`src/rtl/pipe_stage_reg_if.sv`:
```
`default_nettype none
// ============================================================================
//  Module      : pipe_stage_reg_if
//  Description : Valid/ready handshake bundle carrying an opaque payload and
//                a control field between two pipeline stages.
//                  valid : producer has an entry on data/ctrl
//                  ready : consumer can take the entry this cycle
//                  data  : payload (DATA_W bits)
//                  ctrl  : control field (CTRL_W bits)
//                master = producer side, slave = consumer side.
//  Revision    : 1.0 - initial release
// ============================================================================
interface pipe_stage_reg_if #(
    parameter int DATA_W = 160,
    parameter int CTRL_W = 24
);
    logic              valid;
    logic              ready;
    logic [DATA_W-1:0] data;
    logic [CTRL_W-1:0] ctrl;

    modport master (
        output valid,
        output data,
        output ctrl,
        input  ready
    );

    modport slave (
        input  valid,
        input  data,
        input  ctrl,
        output ready
    );
endinterface
`default_nettype wire

```
`src/rtl/pipe_stage_reg.sv`:
```
`default_nettype none
// ============================================================================
//  Module      : pipe_stage_reg
//  Description : Generic inter-stage pipeline register. Moves one entry
//                (payload + control) per handshake, with an optional second
//                (skid) entry so the upstream ready is a pure register.
//                Supports a synchronous flush and a control-kill bubble.
//
//  Ports
//    clk        in   clock
//    reset      in   asynchronous, active-low reset
//    flush      in   synchronous flush, drops everything held and incoming
//    kill_ctrl  in   clear CTRL_KILL_MASK bits of the main entry
//    in_if      slv  upstream handshake (valid/data/ctrl in, ready out)
//    out_if     mst  downstream handshake (valid/data/ctrl out, ready in)
//    occupancy  out  number of entries held: 0, 1 or 2
//
//  Parameters
//    DATA_W          payload width
//    CTRL_W          control-field width
//    SKID            1: two entries, registered in_ready
//                    0: one entry, combinational in_ready
//    CTRL_KILL_MASK  control bits forced to 0 by kill_ctrl
//
//  Revision    : 1.0 - initial release
// ============================================================================
module pipe_stage_reg #(
    parameter int                DATA_W         = 160,
    parameter int                CTRL_W         = 24,
    parameter int                SKID           = 1,
    parameter logic [CTRL_W-1:0] CTRL_KILL_MASK = {CTRL_W{1'b1}}
) (
    input  wire              clk,
    input  wire              reset,
    input  wire              flush,
    input  wire              kill_ctrl,
    pipe_stage_reg_if.slave  in_if,
    pipe_stage_reg_if.master out_if,
    output logic [1:0]       occupancy
);

    // State encoding doubles as the occupancy count.
    localparam logic [1:0] ST_EMPTY = 2'd0;
    localparam logic [1:0] ST_ONE   = 2'd1;
    localparam logic [1:0] ST_TWO   = 2'd2;

    logic [1:0]        state_q;
    logic [1:0]        state_d;
    logic [DATA_W-1:0] main_data_q;
    logic [DATA_W-1:0] main_data_d;
    logic [CTRL_W-1:0] main_ctrl_q;
    logic [CTRL_W-1:0] main_ctrl_d;
    logic [DATA_W-1:0] skid_data_q;
    logic [DATA_W-1:0] skid_data_d;
    logic [CTRL_W-1:0] skid_ctrl_q;
    logic [CTRL_W-1:0] skid_ctrl_d;

    logic in_ready;
    logic out_valid;
    logic in_fire;
    logic out_fire;

    assign out_valid = (state_q != ST_EMPTY);
    assign in_fire   = in_if.valid & in_ready;
    assign out_fire  = out_valid & out_if.ready;

    assign in_if.ready  = in_ready;
    assign out_if.valid = out_valid;
    assign out_if.data  = main_data_q;
    assign out_if.ctrl  = main_ctrl_q;
    assign occupancy    = state_q;

    // ------------------------------------------------------------------
    // Next-state and next-entry logic
    // ------------------------------------------------------------------
    always_comb begin
        state_d     = state_q;
        main_data_d = main_data_q;
        main_ctrl_d = main_ctrl_q;
        skid_data_d = skid_data_q;
        skid_ctrl_d = skid_ctrl_q;

        if (flush) begin
            // An out_fire this cycle is still consumed downstream; an
            // in_fire this cycle is simply dropped.
            state_d     = ST_EMPTY;
            main_data_d = '0;
            main_ctrl_d = '0;
            skid_data_d = '0;
            skid_ctrl_d = '0;
        end else begin
            case (state_q)
                ST_EMPTY: begin
                    if (in_fire) begin
                        main_data_d = in_if.data;
                        main_ctrl_d = in_if.ctrl;
                        state_d     = ST_ONE;
                    end
                end
                ST_ONE: begin
                    if (in_fire && out_fire) begin
                        main_data_d = in_if.data;
                        main_ctrl_d = in_if.ctrl;
                    end else if (in_fire) begin
                        // Only reachable with a skid entry; without one,
                        // in_ready is low whenever main is held and stalled.
                        if (SKID != 0) begin
                            skid_data_d = in_if.data;
                            skid_ctrl_d = in_if.ctrl;
                            state_d     = ST_TWO;
                        end
                    end else if (out_fire) begin
                        state_d = ST_EMPTY;
                    end
                end
                ST_TWO: begin
                    // in_ready is low in TWO, so no new entry can arrive.
                    if (out_fire) begin
                        main_data_d = skid_data_q;
                        main_ctrl_d = skid_ctrl_q;
                        state_d     = ST_ONE;
                    end
                end
                default: begin
                    state_d = ST_EMPTY;
                end
            endcase

            // Kill acts on whatever ends up in main this cycle (held, newly
            // loaded or promoted); the skid entry is left alone.
            if (kill_ctrl && (state_d != ST_EMPTY)) begin
                main_ctrl_d = main_ctrl_d & ~CTRL_KILL_MASK;
            end
        end
    end

    // ------------------------------------------------------------------
    // Main entry and state registers
    // ------------------------------------------------------------------
    always_ff @(posedge clk or negedge reset) begin
        if (!reset) begin
            state_q     <= ST_EMPTY;
            main_data_q <= '0;
            main_ctrl_q <= '0;
        end else begin
            state_q     <= state_d;
            main_data_q <= main_data_d;
            main_ctrl_q <= main_ctrl_d;
        end
    end

    // ------------------------------------------------------------------
    // Skid entry / ready generation
    // ------------------------------------------------------------------
    generate
        if (SKID != 0) begin : g_skid
            logic in_ready_q;

            always_ff @(posedge clk or negedge reset) begin
                if (!reset) begin
                    skid_data_q <= '0;
                    skid_ctrl_q <= '0;
                    in_ready_q  <= 1'b0;
                end else begin
                    skid_data_q <= skid_data_d;
                    skid_ctrl_q <= skid_ctrl_d;
                    // Registered from next state so in_ready never sees
                    // out_ready combinationally.
                    in_ready_q  <= (state_d != ST_TWO);
                end
            end

            assign in_ready = in_ready_q;
        end else begin : g_no_skid
            // Holds in_ready low from reset until the first clock edge.
            logic rst_done_q;
            logic w_unused_skid;

            always_ff @(posedge clk or negedge reset) begin
                if (!reset) begin
                    rst_done_q <= 1'b0;
                end else begin
                    rst_done_q <= 1'b1;
                end
            end

            assign skid_data_q   = '0;
            assign skid_ctrl_q   = '0;
            assign w_unused_skid = ^{skid_data_d, skid_ctrl_d};
            assign in_ready      = rst_done_q & (~out_valid | out_if.ready);
        end
    endgenerate

endmodule
`default_nettype wire
```
`src/flat_wrapper.sv`:
```
// flat-port wrapper written by rule: the top's interface ports become plain ports
module pipe_stage_reg_flat 
#(
    parameter int                DATA_W         = 160,
    parameter int                CTRL_W         = 24,
    parameter int                SKID           = 1,
    parameter logic [CTRL_W-1:0] CTRL_KILL_MASK = {CTRL_W{1'b1}}
)
  (clk, reset, flush, kill_ctrl, occupancy, in_if_valid, in_if_data, in_if_ctrl, in_if_ready, out_if_valid, out_if_data, out_if_ctrl, out_if_ready);
  pipe_stage_reg_if #(.DATA_W(DATA_W), .CTRL_W(CTRL_W)) in_if_i ();
  pipe_stage_reg_if #(.DATA_W(DATA_W), .CTRL_W(CTRL_W)) out_if_i ();
  input  wire clk;
  input  wire reset;
  input  wire flush;
  input  wire kill_ctrl;
  output logic [1:0] occupancy;
  input wire logic [$bits(in_if_i.valid)-1:0] in_if_valid;
  input wire logic [$bits(in_if_i.data)-1:0] in_if_data;
  input wire logic [$bits(in_if_i.ctrl)-1:0] in_if_ctrl;
  output wire logic [$bits(in_if_i.ready)-1:0] in_if_ready;
  output wire logic [$bits(out_if_i.valid)-1:0] out_if_valid;
  output wire logic [$bits(out_if_i.data)-1:0] out_if_data;
  output wire logic [$bits(out_if_i.ctrl)-1:0] out_if_ctrl;
  input wire logic [$bits(out_if_i.ready)-1:0] out_if_ready;
  assign in_if_i.valid = in_if_valid;
  assign in_if_i.data = in_if_data;
  assign in_if_i.ctrl = in_if_ctrl;
  assign in_if_ready = in_if_i.ready;
  assign out_if_valid = out_if_i.valid;
  assign out_if_data = out_if_i.data;
  assign out_if_ctrl = out_if_i.ctrl;
  assign out_if_i.ready = out_if_ready;
  pipe_stage_reg #(.DATA_W(DATA_W), .CTRL_W(CTRL_W), .SKID(SKID), .CTRL_KILL_MASK(CTRL_KILL_MASK)) u_core (.clk(clk), .reset(reset), .flush(flush), .kill_ctrl(kill_ctrl), .in_if(in_if_i), .out_if(out_if_i), .occupancy(occupancy));
endmodule
```
`config.mk`:
```
export PLATFORM = sky130hd
export DESIGN_NAME = pipe_stage_reg_flat
export DESIGN_NICKNAME = d
export VERILOG_FILES = /design/src/rtl/pipe_stage_reg_if.sv /design/src/rtl/pipe_stage_reg.sv /design/src/flat_wrapper.sv
export SDC_FILE = /design/constraint.sdc
export NUM_CORES = 1
export LEC_CHECK = 0
export ABC_AREA = 1
export CAP_MARGIN = 10
export CELL_PAD_IN_SITES_DETAIL_PLACEMENT = 1
export CELL_PAD_IN_SITES_GLOBAL_PLACEMENT = 2
export CORE_ASPECT_RATIO = 1.2
export CORE_MARGIN = 4
export CORE_UTILIZATION = 34
export CTS_BUF_LIST = sky130_fd_sc_hd__clkbuf_8
export CTS_CLUSTER_DIAMETER = 40
export DETAILED_ROUTE_END_ITERATION = 8
export PLACE_DENSITY_LB_ADDON = 0.1
export SLEW_MARGIN = 20
export SYNTH_ARGS = -nofsm -noshare
export SYNTH_HDL_FRONTEND = slang
export SYNTH_SLANG_ARGS = --single-unit
```
`constraint.sdc`:
```
create_clock -name clk -period 4 [get_ports clk]
set_clock_uncertainty 0.05 [all_clocks]
set_input_delay 0.6 -clock clk [delete_from_list [all_inputs] [get_ports clk]]
set_output_delay 0.6 -clock clk [all_outputs]
set_load 0.1 [all_outputs]
```
---- Word-level counts from Yosys, hierarchy flattened ----
Cells that the tools add are included.
storage, ports and cells
  register bits ........................... 371
  bits of input ports ..................... 190
  word-level logic and storage cells ...... 55
operators by class
  eq/ne operators ......................... 10
  muxes and demuxes ....................... 25
  bitwise gates (word level) .............. 2
  reductions and logical operators ........ 12
operator list
  cell                                                              number
  160-bit two-way mux                                               7
  160-bit one-hot mux with 3 select lines                           1
  24-bit two-way mux                                                8
  24-bit one-hot mux with 3 select lines                            1
  2-bit two-way mux                                                 7
  4-bit by 2-bit != test with 1-bit output (second input constant)  3
  3-bit by 2-bit != test with 1-bit output (second input constant)  3
  4-bit AND reduction                                               2
  2-bit nonzero test                                                4
  2-bit one-hot mux with 3 select lines                             1
  5-bit nonzero test                                                1
  2-bit != test (second input constant)                             2
  4-bit nonzero test                                                1
  3-bit AND reduction                                               1
  1-bit bitwise AND                                                 2
  2-bit by 1-bit == test with 1-bit output (second input constant)  1
  2-bit == test (second input constant)                             1
  1-bit logical AND                                                 2
  2-bit zero test                                                   1

---- Depth between registers and ports, before layout ----
Gate-level depths: netlist of the first run.
  depth after elaboration ................. 11
  mapped depth ............................ 13
  mapped depth without buffers ............ 12

---- Worst setup path after synthesis of the first run ----
OpenSTA, ideal clock, no wires.
  path kind ............................... register to register
  from .................................... register u_core.state_q[0], in the netlist u_core.occupancy[0]
  to ...................................... register u_core.main_data_q[100], in the netlist u_core.out_if.data[100]
  data arrival time ....................... 2.803 ns
  setup slack ............................. 1.003 ns
  stages on the path, launching flop included .. 11
  clock period less this slack ............ 2.997 ns
  cells stage by stage .................... dfrtp_1 -> inv_1 -> ha_1 -> inv_2 -> nand4_1 -> nand2_2 -> nand2_4 -> buf_6 -> buf_2 -> nand3_1 -> o31ai_2
between the ends
  longest elaborated chain between the ends .. 5
  elaborated cells on any way between the ends .. 13
  those cells by class .................... eq/ne: 5; mux: 2; bitwise: 1; reduce/logical: 5
RTL lines
  element                                                    RTL line               text
  start: declaration                                         pipe_stage_reg.sv:47   logic [1:0] state_q;
  start signal: assignment                                   pipe_stage_reg.sv:146  state_q <= state_d;
  2-bit nonzero test *                                       pipe_stage_reg.sv:63   assign out_valid = (state_q != ST_EMPTY);
  net out_if_valid                                           flat_wrapper.sv:21     output wire logic [$bits(out_if_i.valid)-1:0] out_if_valid;
  1-bit bitwise AND *                                        pipe_stage_reg.sv:65   assign out_fire = out_valid & out_if.ready;
  1-bit logical AND                                          pipe_stage_reg.sv:101  if (in_fire && out_fire) begin
  3-bit by 2-bit != test with 1-bit output (no source line)  -
  4-bit AND reduction (no source line) *                     -
  end signal: assignment                                     pipe_stage_reg.sv:147  main_data_q <= main_data_d;
  end: declaration                                           pipe_stage_reg.sv:49   logic [DATA_W-1:0] main_data_q;
Mark *: on every way through the listed nets, which the timed path passes. The rest lies on a longest branch.
A chain may end at the register's enable or synchronous reset.

---- Final worst setup path of the first run ----
  from .................................... register u_core.state_q[1], in the netlist u_core.occupancy[1]
  to ...................................... output occupancy[1]
RTL lines
  element           RTL line            text
  end: declaration  flat_wrapper.sv:16  output logic [1:0] occupancy;
No word-level cell between the ends.

==> impl_metrics.env, run 1 <==
export IMPL_status="complete, no violations"
export IMPL_cts_tree="built"
export IMPL_core_area_mm2=0.0507
export IMPL_rr_endpoint="u_core.out_if.data[133]"
export IMPL_synth_area_mm2=0.0176
export IMPL_cts_root_buf="clkbuf_8"
export IMPL_timing_rr_start="u_core.occupancy[0]"
export IMPL_dieArea_mm2=0.0553
export IMPL_maxCapViolCount=0
export IMPL_switchingPower_mw=5.41
export IMPL_critPathMaxFanout=5
export IMPL_slew_violations=0
export IMPL_p_int_mw=7.42
export IMPL_drtIter0Drc=1041
export IMPL_hold_ws_ns=0.461
export IMPL_die_h_um=257
export IMPL_pwr_share_comb_pct=35.8
export IMPL_worst_pin_slew_ns=1.11
export IMPL_finalNonFillerCells=3033
export IMPL_num_vias=15861
export IMPL_crit_path_end_kind="output port"
export IMPL_drt_vias_per_instance=5.23
export IMPL_p_leak_nw=9.95
export IMPL_dpl_hpwl_um=37500
export IMPL_clock_path_buffers=3
export IMPL_ir_drop_uv=368
export IMPL_synth_seq_cells=371
export IMPL_syn_instance_count=2046
export IMPL_worstPathArrival_ns=2.36
export IMPL_slowest_delay_ns=1.22
export IMPL_cp_endpoint="occupancy[1]"
export IMPL_crit_type="register to output port"
export IMPL_clock_fmax_mhz=332
export IMPL_start_util_pct=34.6
export IMPL_avgRoutedWirePerCell_um=20.2
export IMPL_cp_cell_sequence="clkdlybuf4s50_1"
export IMPL_clk_latency_ns=0.62
export IMPL_hold_path_depth=2
export IMPL_ys_seq_area_share_pct=52.9
export IMPL_cts_sinks=371
export IMPL_final_hold_violation_count=0
export IMPL_critPathTopFamily="buffers and inverters"
export IMPL_htreeDepth=3
export IMPL_required_ns=3.35
export IMPL_yosys_warnings=0
export IMPL_die_w_um=215
export IMPL_antenna_left=0
export IMPL_setup_tns_ns=0
export IMPL_setup_violations=0
export IMPL_place_inst=2906
export IMPL_rrSetupSlack_ns=1.16
export IMPL_synth_avg_cell_area_um2=8.58
export IMPL_drive_above_1_share_pct=8.68
export IMPL_switching_share_pct=42.2
export IMPL_io_buffers=377
export IMPL_fill_cells=5854
export IMPL_dr_pass1_iters=5
export IMPL_seqPwrFrac_pct=34.5
export IMPL_worstRegToRegCells=6
export IMPL_grt_max_degree=226
export IMPL_critPathLaunch="u_core.occupancy[1]"
export IMPL_relSlewSlack_pct=25.6
export IMPL_track_usage_pct=21.7
export IMPL_period_needed_ns=3.01
export IMPL_min_path_type="primary input to register"
export IMPL_area_delta_synth_final_pct=31.6
export IMPL_slowest_stage="clkdlybuf4s50_1"
export IMPL_cts_buffers=73
export IMPL_rows=90
export IMPL_power_frac_clock_pct=29.8
export IMPL_rsz0062_at_grt="false"
export IMPL_cts_resized=0
export IMPL_clkTransAtPathRegs_ns=0.06
export IMPL_nNetsFinal=2532
export IMPL_synth_cell_types=20
export IMPL_grt_pass1_wl_um=97500
export IMPL_p_per_area_mw_per_mm2=555
export IMPL_antenna_found_initial=8
export IMPL_worst_path_buf_inv=1
export IMPL_grt_pass1_vias=16763
export IMPL_post_route_period_util_pct=75.3
export IMPL_cp_depth=1
export IMPL_gp_congestion=0.763
export IMPL_drc=0
export IMPL_ios=378
export IMPL_totalWireLength_um=61300
export IMPL_syn_num_nets=2240
export IMPL_crit_path_start_kind="register"
export IMPL_overflow=0
[cells in the mapped netlist]
cell	n	area, um2
dfrtp_1	371	9280
nand2_4	2	22.5
buf_6	13	146
nand2_1	312	1170
o21a_1	1	7.51
o31ai_1	7	52.6
o21ai_0	368	1840
buf_4	6	45.0
inv_1	215	807
buf_2	56	280
buf_1	13	48.8
a21oi_1	108	541
ha_1	4	50.1
o31ai_2	70	876
inv_2	2	7.51
nand3_1	395	1980
nor2_1	2	7.51
clkbuf_1	97	364
nand4_1	2	12.5
nand2_2	2	12.5
[routing by layer]
| layer | wire length, um | GRT usage [%] | up-vias | share of wire [%] |
|---|---|---|---|---|
| li1 | - | - | 7437 | - |
| met1 | 28000 | 29.6 | 7998 | 46 |
| met2 | 28700 | 34.8 | 323 | 47 |
| met3 | 2900 | 4.46 | 97 | 4.7 |
| met4 | 1630 | 7.37 | 6 | 2.7 |
| met5 | 39 | 0 | - | 0.064 |
[per-stage QoR]
step	power (mW)	utilization, %	area (um2)	setup WS, ns
finish	12.8	45.6	23100	0.988
global route	13.4	45.6	23100	0.922
CTS	13.0	45.6	23100	0.920
detailed placement	9.11	42.7	21600	1.20
global placement	9.06	42.7	21600	1.24
floorplan	7.74	-	17600	1.00
[layout make-up]
class                           count  area (um2)  share of cell area (%)
Sequential cell                   371        9280                    40.2
Multi-Input combinational cell   1273        6630                    28.7
Timing Repair Buffer              402        4120                    17.8
Clock buffer                       91        1250                    5.42
Inverter                          217         822                    3.56
Tap cell                          644         806                    3.49
Clock inverter                     30         183                   0.791
Antenna cell                        5        12.5                  0.0542
[cell families after synthesis]
| family | after synthesis | synth area share (%) |
|---|---|---|
| AO/OA/AOI/OAI | 554 | 18.9 |
| adder cells (fa/ha/maj) | 4 | 0.285 |
| AND/OR/NAND/NOR | 715 | 18.2 |
| buffers and inverters | 402 | 9.68 |
| flip-flops | 371 | 52.9 |
[what timing repair did]
item / CTS / global route
hold buffers: 1 / 0
setup buffers: 0 / 0
endpoints found under the hold margin: 80 / 0
[cell usage in the layout (no fill, tap or decap)]
cell,n
buf_8,1
ha_4,1
nand2_4,3
ha_1,3
inv_8,1
nand3_1,394
o21ai_0,368
diode_2,5
a21oi_1,108
inv_2,1
bufinv_16,2
buf_6,1
nand2_1,311
clkdlybuf4s50_1,374
o21a_4,1
nand4_1,2
inv_1,236
nand3_4,1
o31ai_1,7
buf_4,13
o31ai_2,70
buf_12,12
nand2_2,1
nor2_1,2
clkbuf_8,91
dfrtp_1,371
nand2_8,1
inv_6,1
dlygate4sd3_1,1
clkinv_2,4
clkinvlp_4,2
[how the worst min path moves through the flow]
stage | from | endpoint | slack, ns
floorplan | reset | u_core.in_if.ready | 0.25
global placement | u_core.skid_data_q[40] | u_core.skid_data_q[40] | 0.44
detailed placement | u_core.skid_data_q[13] | u_core.skid_data_q[13] | 0.45
CTS | flush | u_core.out_if.data[9] | 0.39
global route | flush | u_core.out_if.data[13] | 0.46
finish | flush | u_core.out_if.data[19] | 0.46
[registers in the layout, indices dropped and copies added, names as in the netlist]
register / count
u_core.skid_data_q: 160
u_core.occupancy: 2
u_core.out_if.data: 160
u_core.in_if.ready: 1
u_core.out_if.ctrl: 24
u_core.skid_ctrl_q: 24
[power by group through the flow]
stage	sequential (mW)	combinational (mW)	clock (mW)
6_report	4.42	4.59	3.82
5_1_grt	4.47	4.85	4.12
4_1_cts	4.43	4.64	3.97
3_5_place_dp	4.49	4.62	0
3_3_place_gp	4.48	4.58	0
2_1_floorplan	6.43	1.30	0
(Power assumes the default switching activity.)
==> run 2, diff against run 1 <==
Settings changed: CORE_UTILIZATION 34 to 31.
Clock period 4 ns to 2.9 ns, I/O delays scaled along.
==> run 2 against run 1 <==
Against the previous run: setup slack got worse by 0.57 ns; core utilization decreased by 4.5 points; first-iteration DRC count down 28%; register-to-register slack got worse by 0.74 ns; cell count is 3.5% higher; combinational power grew 37%; largest cell class unchanged; critical path depth grew 11; critical path type is now register to register; flip-flop and latch count unchanged.
==> impl_metrics.env, run 2 (synthesized netlist as in run 1, its figures left out) <==
export IMPL_slowest_delay_ns=0.44
export IMPL_worst_pin_slew_ns=0.818
export IMPL_ios=378
export IMPL_finalNonFillerCells=3140
export IMPL_p_leak_nw=10.4
export IMPL_required_ns=3.33
export IMPL_worstPathArrival_ns=2.92
export IMPL_rows=95
export IMPL_htreeDepth=3
export IMPL_overflow=0
export IMPL_clkTransAtPathRegs_ns=0.06
export IMPL_io_buffers=377
export IMPL_rsz0062_at_grt="false"
export IMPL_period_needed_ns=2.48
export IMPL_pwr_share_comb_pct=35.1
export IMPL_slowest_stage="dfrtp_2"
export IMPL_dr_pass1_iters=4
export IMPL_num_vias=15820
export IMPL_status="complete, no violations"
export IMPL_p_per_area_mw_per_mm2=777
export IMPL_totalWireLength_um=62700
export IMPL_setup_violations=0
export IMPL_clock_path_buffers=3
export IMPL_antenna_left=0
export IMPL_critPathMaxFanout=39
export IMPL_die_h_um=269
export IMPL_power_frac_clock_pct=30.8
export IMPL_grt_max_degree=199
export IMPL_p_int_mw=10.3
export IMPL_fill_cells=6552
export IMPL_avgRoutedWirePerCell_um=20.0
export IMPL_drt_vias_per_instance=5.04
export IMPL_seqPwrFrac_pct=34.1
export IMPL_switchingPower_mw=7.64
export IMPL_cp_cell_sequence="inv_1 > ha_1 > inv_2 > nand2_4 > nand2_1 > nand2_1 > nand2_4 > nand2_8 > buf_4 > nand2_1 > nand3_1 > a21oi_1"
export IMPL_track_usage_pct=20.4
export IMPL_min_path_type="primary input to register"
export IMPL_dieArea_mm2=0.0605
export IMPL_final_cell_mix="nand3_1, dfrtp_1, o21ai_0"
export IMPL_multiInputGateArea_mm2=0.00663
export IMPL_grt_pass1_vias=17049
export IMPL_final_common_cell="nand3_1"
export IMPL_switching_share_pct=42.7
export IMPL_crit_path_end_kind="register"
export IMPL_ir_drop_uv=429
export IMPL_drtIter0Drc=754
export IMPL_place_inst=3002
export IMPL_antenna_found_initial=7
export IMPL_drive_above_1_share_pct=17.3
export IMPL_start_util_pct=31.4
export IMPL_setup_tns_ns=0
export IMPL_cts_tree="built"
export IMPL_dpl_hpwl_um=39100
export IMPL_postCtsSetupRepairBufs=0
export IMPL_post_route_period_util_pct=85.6
export IMPL_clock_fmax_mhz=403
export IMPL_crit_path_start_kind="register"
export IMPL_slew_violations=0
export IMPL_cts_sinks=371
export IMPL_core_area_mm2=0.0560
export IMPL_cts_buffers=76
export IMPL_grt_pass1_wl_um=98900
export IMPL_hold_ws_ns=0.214
export IMPL_nNetsFinal=2548
export IMPL_maxCapViolCount=0
export IMPL_clk_latency_ns=0.63
export IMPL_finish_utilization_pct=41.1
export IMPL_drc=0
export IMPL_crit_type="register to register"
export IMPL_power_mw=17.9
export IMPL_die_w_um=225
export IMPL_seqCellArea_mm2=0.00929
export IMPL_area_delta_synth_final_pct=31.2
export IMPL_relSlewSlack_pct=45.5
export IMPL_final_hold_violation_count=0
export IMPL_cpMostUsedCell="nand2_1"
export IMPL_gp_congestion=0.767
export IMPL_cts_root_buf="clkbuf_8"
export IMPL_cts_resized=0
[run 2: worst max-delay path: cells and delay by family, from the launching register on]
| kind | cells | cell delay, ns |
|---|---|---|
| AO/OA/AOI/OAI | 1 | 0.05 |
| adder cells (fa/ha/maj) | 1 | 0.27 |
| buffers and inverters | 3 | 0.63 |
| flip-flops | 1 | 0.44 |
| AND/OR/NAND/NOR | 7 | 0.85 |
[run 2: final cells by class]
class                           instances  share of cell area [%]
Antenna cell                            4                  0.0435
Clock buffer                           90                    5.38
Clock inverter                         43                    1.21
Inverter                              217                    3.57
Multi-Input combinational cell       1273                    28.8
Sequential cell                       371                    40.3
Tap cell                              727                    3.95
Timing Repair Buffer                  415                    16.8
[run 2: final timing paths]
| kind | from | endpoint | slack [ns] | cells after the start |
|---|---|---|---|---|
| max | u_core.occupancy[0] | u_core.out_if.ctrl[2] | 0.42 | 12 |
| min | flush | u_core.out_if.data[10] | 0.21 | 2 |
| max reg2reg | u_core.occupancy[0] | u_core.out_if.ctrl[2] | 0.42 | 12 |
| min reg2reg | u_core.skid_data_q[33] | u_core.skid_data_q[33] | 0.46 | 2 |
| max in group asynchronous | reset | u_core.out_if.data[64] | 1.63 | 4 |
| min in group asynchronous | reset | u_core.out_if.data[113] | 0.27 | 2 |
[run 2: power by group through the flow]
stage / clock network, mW / registers, mW / logic [mW]
2_1_floorplan: 0 / 8.88 / 1.80
3_3_place_gp: 0 / 6.17 / 6.29
3_5_place_dp: 0 / 6.19 / 6.35
4_1_cts: 5.71 / 6.10 / 6.37
5_1_grt: 5.95 / 6.16 / 6.68
6_report: 5.51 / 6.10 / 6.29
[run 2: metrics by stage]
stage / worst slack, ns / cell area (um2)
global placement: 0.479 / 21500
floorplan: 0.235 / 17600
CTS: 0.387 / 23000
finish: 0.416 / 23000
detailed placement: 0.419 / 21500
global route: 0.192 / 23000
[run 2: timing repair]
| action | CTS | global route |
|---|---|---|
| hold buffers | 1 | 0 |
| endpoints found under the hold margin | 37 | 0 |
| setup endpoints to repair | 0 | 0 |
[run 2: routing by layer]
metal	up-vias	routed length (um)	part of all wire, %	global-route usage, %
li1	7472	-	-	-
met1	7888	27500	44	26.8
met2	354	30000	48	33.6
met3	100	3340	5.3	4.26
met4	6	1740	2.8	7.16
met5	-	37	0.059	0
